<file path="src/rtl/unsigned_multiply_pkg.sv">
// unsigned_multiply_pkg: shared widths and types for the unsigned multiplier
package unsigned_multiply_pkg;
    localparam int DEFAULT_WIDTH = 8;

    function automatic int prod_width(input int w);
        return 2 * w;
    endfunction

    typedef logic [2*DEFAULT_WIDTH-1:0] product_t;
endpackage

</file>
<file path="src/rtl/umul_pp_row.sv">
// umul_pp_row: one shift-and-add partial-product row feeding the accumulator ripple
module umul_pp_row #(
    parameter int PW = 16
) (
    input  logic [PW-1:0] acc,
    input  logic [PW-1:0] opnd,
    input  logic          en,
    output logic [PW-1:0] sum
);
    assign sum = acc + (en ? opnd : '0);
endmodule

</file>
<file path="src/rtl/unsigned_multiply.sv">
// unsigned_multiply: registered full-precision unsigned multiplier.
// UMUL_INPUT_REG_EN adds an operand register stage (latency 2 instead of 1).
module unsigned_multiply
    import unsigned_multiply_pkg::*;
#(
    parameter int WIDTH = DEFAULT_WIDTH
) (
    input  logic                       clk,
    input  logic                       reset,
    input  logic [WIDTH-1:0]           dataa,
    input  logic [WIDTH-1:0]           datab,
    output logic [prod_width(WIDTH)-1:0] dataout
);
    localparam int PW = prod_width(WIDTH);

    logic [WIDTH-1:0] a_op, b_op;

`ifdef UMUL_INPUT_REG_EN
    always_ff @(posedge clk) begin
        if (reset) begin
            a_op <= '0;
            b_op <= '0;
        end else begin
            a_op <= dataa;
            b_op <= datab;
        end
    end
`else
    assign a_op = dataa;
    assign b_op = datab;
`endif

    logic [WIDTH:0][PW-1:0] acc;
    assign acc[0] = '0;

    for (genvar i = 0; i < WIDTH; i++) begin : g_row
        logic [PW-1:0] sh;
        assign sh = {{WIDTH{1'b0}}, a_op} << i;
        umul_pp_row #(.PW(PW)) u_row (
            .acc  (acc[i]),
            .opnd (sh),
            .en   (b_op[i]),
            .sum  (acc[i+1])
        );
    end

    always_ff @(posedge clk) begin
        if (reset) dataout <= '0;
        else       dataout <= acc[WIDTH];
    end
endmodule

</file>
<file path="config.mk">
export PLATFORM = sky130hd
export DESIGN_NAME = unsigned_multiply
export DESIGN_NICKNAME = d
export VERILOG_FILES = /design/src/rtl/unsigned_multiply_pkg.sv /design/src/rtl/umul_pp_row.sv /design/src/rtl/unsigned_multiply.sv
export SDC_FILE = /design/constraint.sdc
export NUM_CORES = 1
export LEC_CHECK = 0
export BUFFER_PORTS_ARGS = -buffer_cell sky130_fd_sc_hd__buf_2
export CORE_MARGIN = 2
export CORE_UTILIZATION = 45
export CTS_CLUSTER_DIAMETER = 120
export DETAILED_ROUTE_END_ITERATION = 8
export PLACE_DENSITY = 0.65
export REMOVE_ABC_BUFFERS = 1
export SKIP_LAST_GASP = 1
export SLEW_MARGIN = 20
export SYNTH_ARGS = -nofsm -noshare
export SYNTH_HDL_FRONTEND = slang
export SYNTH_SLANG_ARGS = --single-unit
</file>
<file path="constraint.sdc">
create_clock -name clk -period 9.9 [get_ports clk]
set_clock_uncertainty 0.1 [all_clocks]
set_input_delay 1.485 -clock clk [delete_from_list [all_inputs] [get_ports clk]]
set_output_delay 1.485 -clock clk [all_outputs]
set_load 0.02 [all_outputs]
</file>
==> summary by stage <==
GRT
For this run, the total global-route usage over all layers was measured as 0.163. Entering global routing, the biggest net connects 22 pins. For this run the aggregate overflow at the end of global routing stands at 0. The first-pass GRT wire length is between 7000 and 8000 µm. The number of global-route vias before repair was 1828. The initial antenna violation count is 0.

Setup path
At the worst endpoint, the required time is ~9.9 ns. The maximum fanout encountered on the critical timing path is 8. At the worst endpoint, the arrival time is 5.40 ns. The type of origin of the critical path is an input pin. The critical path start-end classification is in -> reg.

The capturing element type of the critical path is a flip-flop.

Floorplanning
For this design the top-level I/O count stands at 34. The row count is 26. The floorplan step defined a die boundary enclosing 5900 µm². The floorplan die height is slightly below 80 µm. The core region is roughly 5100 µm². The starting utilization of the core area is 0.467. The die is 76.8 µm wide.

STA
Static timing analysis puts the maximum clock frequency at roughly 0.19 GHz. Setup repair after global routing left no endpoint under its margin. The total count of hold-check failures in the final report is 0. Setup violations remaining at the end of the flow were counted as 0. Subtracting the final worst setup slack from the clock period gives about 5.4 ns. The final-layout setup total negative slack is 0 ns.

The fraction of the cycle the final worst path needs is 0.541. The relative slew slack is 0.760. At the pin with the least slew margin, the transition time is between 0.3 and 0.4 ns. The max-slew violation count is 0.

Status
The flow ran to the end, and the final reports show no timing, DRC or antenna violations.

Routing
The first routing iteration left 34 violations. In the final routed layout, each cell accounts on average for 12.3 µm. In the routed design, unresolved DRC markers number 0.

Using the TritonRoute via totals, the vias-per-cell ratio works out to 5.10. Summed over all layers, the routed wires come to about 4400 µm. Before antenna repair, the detailed router went through 4 iterations. In this run the remaining antenna-violating nets after routing total 0. The routed layout has around 1800 vias.

Synth
Of all cell types, the one taking the most synthesized area is sky130_fd_sc_hd__fa_1. By area the synthesized netlist is led by sky130_fd_sc_hd__fa_1 (32%), sky130_fd_sc_hd__ha_1 (16%), sky130_fd_sc_hd__dfxtp_1 (13%), sky130_fd_sc_hd__and2_1 (12%), sky130_fd_sc_hd__inv_1 (6.0%). In this run, synthesis produced a sequential element count of 16.

The number of different library cells used by synthesis comes to 33. The number of standard cells after synthesis is approximately 250. A synthesized cell averages 9.51 µm². The share of synthesized area in the top cell type comes to 0.319. For this run, the register share of the synthesized area comes to 0.134. The mapped netlist covers between 2000 and 2500 µm². The number of warnings printed during yosys synthesis is 0.

Cells and area
The register with the most flip-flops in the layout has 16 of them. The final standard cell count with taps included and fillers excluded is 356. Of the cells placed in the final design, the portion with a size suffix greater than 1 is 0.157. The area growth from synthesis to layout is 12.6%.

Summing all non-filler instances in the final layout gives an area of approximately 2700 µm². Counting flops per register, the top entry is dataout. The number of diodes is 0.

The net count of the finished layout is 374. The largest registers in the layout are dataout (16).

Place
In this run the cell area measured after placement is 2630 µm². During placement, the flow inserted port buffers numbering 33. The placed wire-length estimate is 3670 µm.

The number of placed instances, taps included, is ~350. The weighted congestion at the end of routability-driven global placement is between 0.8 and 0.9.

Power
Of the total power, the share spent switching nets is 0.457. The power per cell area is ~180 nW/µm². Across the VDD grid, the largest voltage drop is 0.0978 mV. The relative contribution of the clock network to total power is 0.117.

Internal power comes to ~0.27 mW. The cell leakage power is ~1.4 nW. Of the total power, registers draw 0.178. The net switching component of the power is 0.226 mW.

The combinational fraction of design power is 0.705.

Clocking
The CTS clock-pin slew for the worst setup and hold paths is around 0.060 ns. TritonCTS built the clock tree. The number of sinks on the clock net is 16. Post-CTS repair changed the size of 0 cells. The buffer depth of the longest clock path is 2. The number of buffers added to fix hold violations after cts is 0. After clock tree synthesis, the setup repair step added 0 buffers. The clock tree root buffer cell is sky130_fd_sc_hd__clkbuf_8.

The maximum level of the CTS H-tree is 1. The number of clock buffers added by TritonCTS is 3.

Flow run
The tool flagged a number of max-cap violations equal to 0.

Worst hold path
In this run the worst hold path is classified as in -> reg.
[worst paths after layout]
kind	startpoint	end	slack (ns)	cells after the start
worst max-delay path	datab[7]	dataout[12]	4.54	15
worst min-delay path	dataa[0]	dataout[0]	1.42	3
[critical path: stages]
cell                       delay, ns
sky130_fd_sc_hd__buf_2          0.14
sky130_fd_sc_hd__and2_1         0.18
sky130_fd_sc_hd__fa_1           0.53
sky130_fd_sc_hd__inv_1          0.06
sky130_fd_sc_hd__fa_1           0.53
sky130_fd_sc_hd__inv_1          0.06
sky130_fd_sc_hd__fa_1           0.52
sky130_fd_sc_hd__inv_1          0.05
sky130_fd_sc_hd__fa_1           0.53
sky130_fd_sc_hd__inv_1          0.04
sky130_fd_sc_hd__ha_1           0.34
sky130_fd_sc_hd__nand3_1        0.11
sky130_fd_sc_hd__o211ai_2       0.14
sky130_fd_sc_hd__o41ai_1        0.32
sky130_fd_sc_hd__mux2_1         0.35
[cell usage in the layout, fill, tap and decap left out, types with 2 or more instances in the layout]
master | Yosys | layout
sky130_fd_sc_hd__mux2_2 | 2 | 2
sky130_fd_sc_hd__and2_1 | 45 | 45
sky130_fd_sc_hd__o21bai_1 | 2 | 2
sky130_fd_sc_hd__fa_1 | 38 | 38
sky130_fd_sc_hd__buf_2 | 0 | 33
sky130_fd_sc_hd__a21o_1 | 2 | 2
sky130_fd_sc_hd__o21ai_0 | 2 | 2
sky130_fd_sc_hd__mux2_1 | 2 | 2
sky130_fd_sc_hd__inv_1 | 38 | 38
sky130_fd_sc_hd__nand3_1 | 3 | 3
sky130_fd_sc_hd__dfxtp_1 | 16 | 16
sky130_fd_sc_hd__nand2_1 | 22 | 22
sky130_fd_sc_hd__clkbuf_8 | 0 | 4
sky130_fd_sc_hd__nor3_1 | 4 | 4
sky130_fd_sc_hd__a21oi_1 | 4 | 4
sky130_fd_sc_hd__ha_1 | 31 | 31
sky130_fd_sc_hd__nor2b_1 | 11 | 11
sky130_fd_sc_hd__xnor2_1 | 3 | 3
sky130_fd_sc_hd__nor2_1 | 10 | 10
[synth_stat cells]
| library cell | instances |
|---|---|
| sky130_fd_sc_hd__a211oi_1 | 1 |
| sky130_fd_sc_hd__a211oi_2 | 1 |
| sky130_fd_sc_hd__a21o_1 | 2 |
| sky130_fd_sc_hd__a21oi_1 | 4 |
| sky130_fd_sc_hd__a21oi_2 | 1 |
| sky130_fd_sc_hd__a221oi_2 | 1 |
| sky130_fd_sc_hd__a31oi_1 | 1 |
| sky130_fd_sc_hd__and2_1 | 45 |
| sky130_fd_sc_hd__and4_4 | 1 |
| sky130_fd_sc_hd__buf_1 | 1 |
| sky130_fd_sc_hd__clkbuf_1 | 1 |
| sky130_fd_sc_hd__dfxtp_1 | 16 |
| sky130_fd_sc_hd__fa_1 | 38 |
| sky130_fd_sc_hd__ha_1 | 31 |
| sky130_fd_sc_hd__inv_1 | 38 |
| sky130_fd_sc_hd__mux2_1 | 2 |
| sky130_fd_sc_hd__mux2_2 | 2 |
| sky130_fd_sc_hd__mux2_4 | 1 |
| sky130_fd_sc_hd__nand2_1 | 22 |
| sky130_fd_sc_hd__nand2b_1 | 1 |
| sky130_fd_sc_hd__nand3_1 | 3 |
| sky130_fd_sc_hd__nand4_1 | 1 |
| sky130_fd_sc_hd__nor2_1 | 10 |
| sky130_fd_sc_hd__nor2b_1 | 11 |
| sky130_fd_sc_hd__nor3_1 | 4 |
| sky130_fd_sc_hd__o211ai_2 | 1 |
| sky130_fd_sc_hd__o21a_1 | 1 |
| sky130_fd_sc_hd__o21ai_0 | 2 |
| sky130_fd_sc_hd__o21ai_1 | 1 |
| sky130_fd_sc_hd__o21bai_1 | 2 |
| sky130_fd_sc_hd__o221ai_1 | 1 |
| sky130_fd_sc_hd__o41ai_1 | 1 |
| sky130_fd_sc_hd__xnor2_1 | 3 |
[cell families after synthesis]
logic type | count (synthesis) | synth area share
simple gates | 98 | 0.222
fa+ha+maj | 69 | 0.481
buf+inv | 40 | 0.0629
compound gates | 20 | 0.0639
flops | 16 | 0.134
mux | 5 | 0.0252
xor+xnor | 3 | 0.0110
[cell type report]
| cell class | count | area (µm²) |
|---|---|---|
| Clock buffer | 4 | 55.1 |
| Fill cell | 513 | 2420 |
| Inverter | 38 | 143 |
| Multi-Input combinational cell | 195 | 1920 |
| Sequential cell | 16 | 320 |
| Tap cell | 70 | 87.6 |
| Timing Repair Buffer | 33 | 165 |
[power by group through the flow]
stage / sequential (mW) / clock, mW / combinational (mW)
finish: 0.0884 / 0.0578 / 0.349
global placement: 0.0906 / 0 / 0.351
detailed placement: 0.0903 / 0 / 0.354
global route: 0.0904 / 0.0627 / 0.399
CTS: 0.0889 / 0.0597 / 0.357
floorplan: 0.116 / 0 / 0.247
[metal layers]
layer  global-route usage  share of wire  vias to the layer above
met5                    0              0                        -
met4               0.0273         0.0089                        0
met3               0.0318          0.041                        8
met2                0.286           0.52                       35
met1                0.211           0.43                      906
li1                     -              -                      865
[metrics by stage]
step	utilization	setup WS, ns	power [mW]	hold WS [ns]
floorplan	-	4.63	0.363	1.46
global placement	0.515	4.23	0.441	1.68
detailed placement	0.515	4.24	0.445	1.69
CTS	0.526	4.51	0.506	1.42
global route	0.526	4.34	0.552	1.45
finish	0.526	4.54	0.495	1.42
No activity file was read; power rests on OpenSTA's default activity.
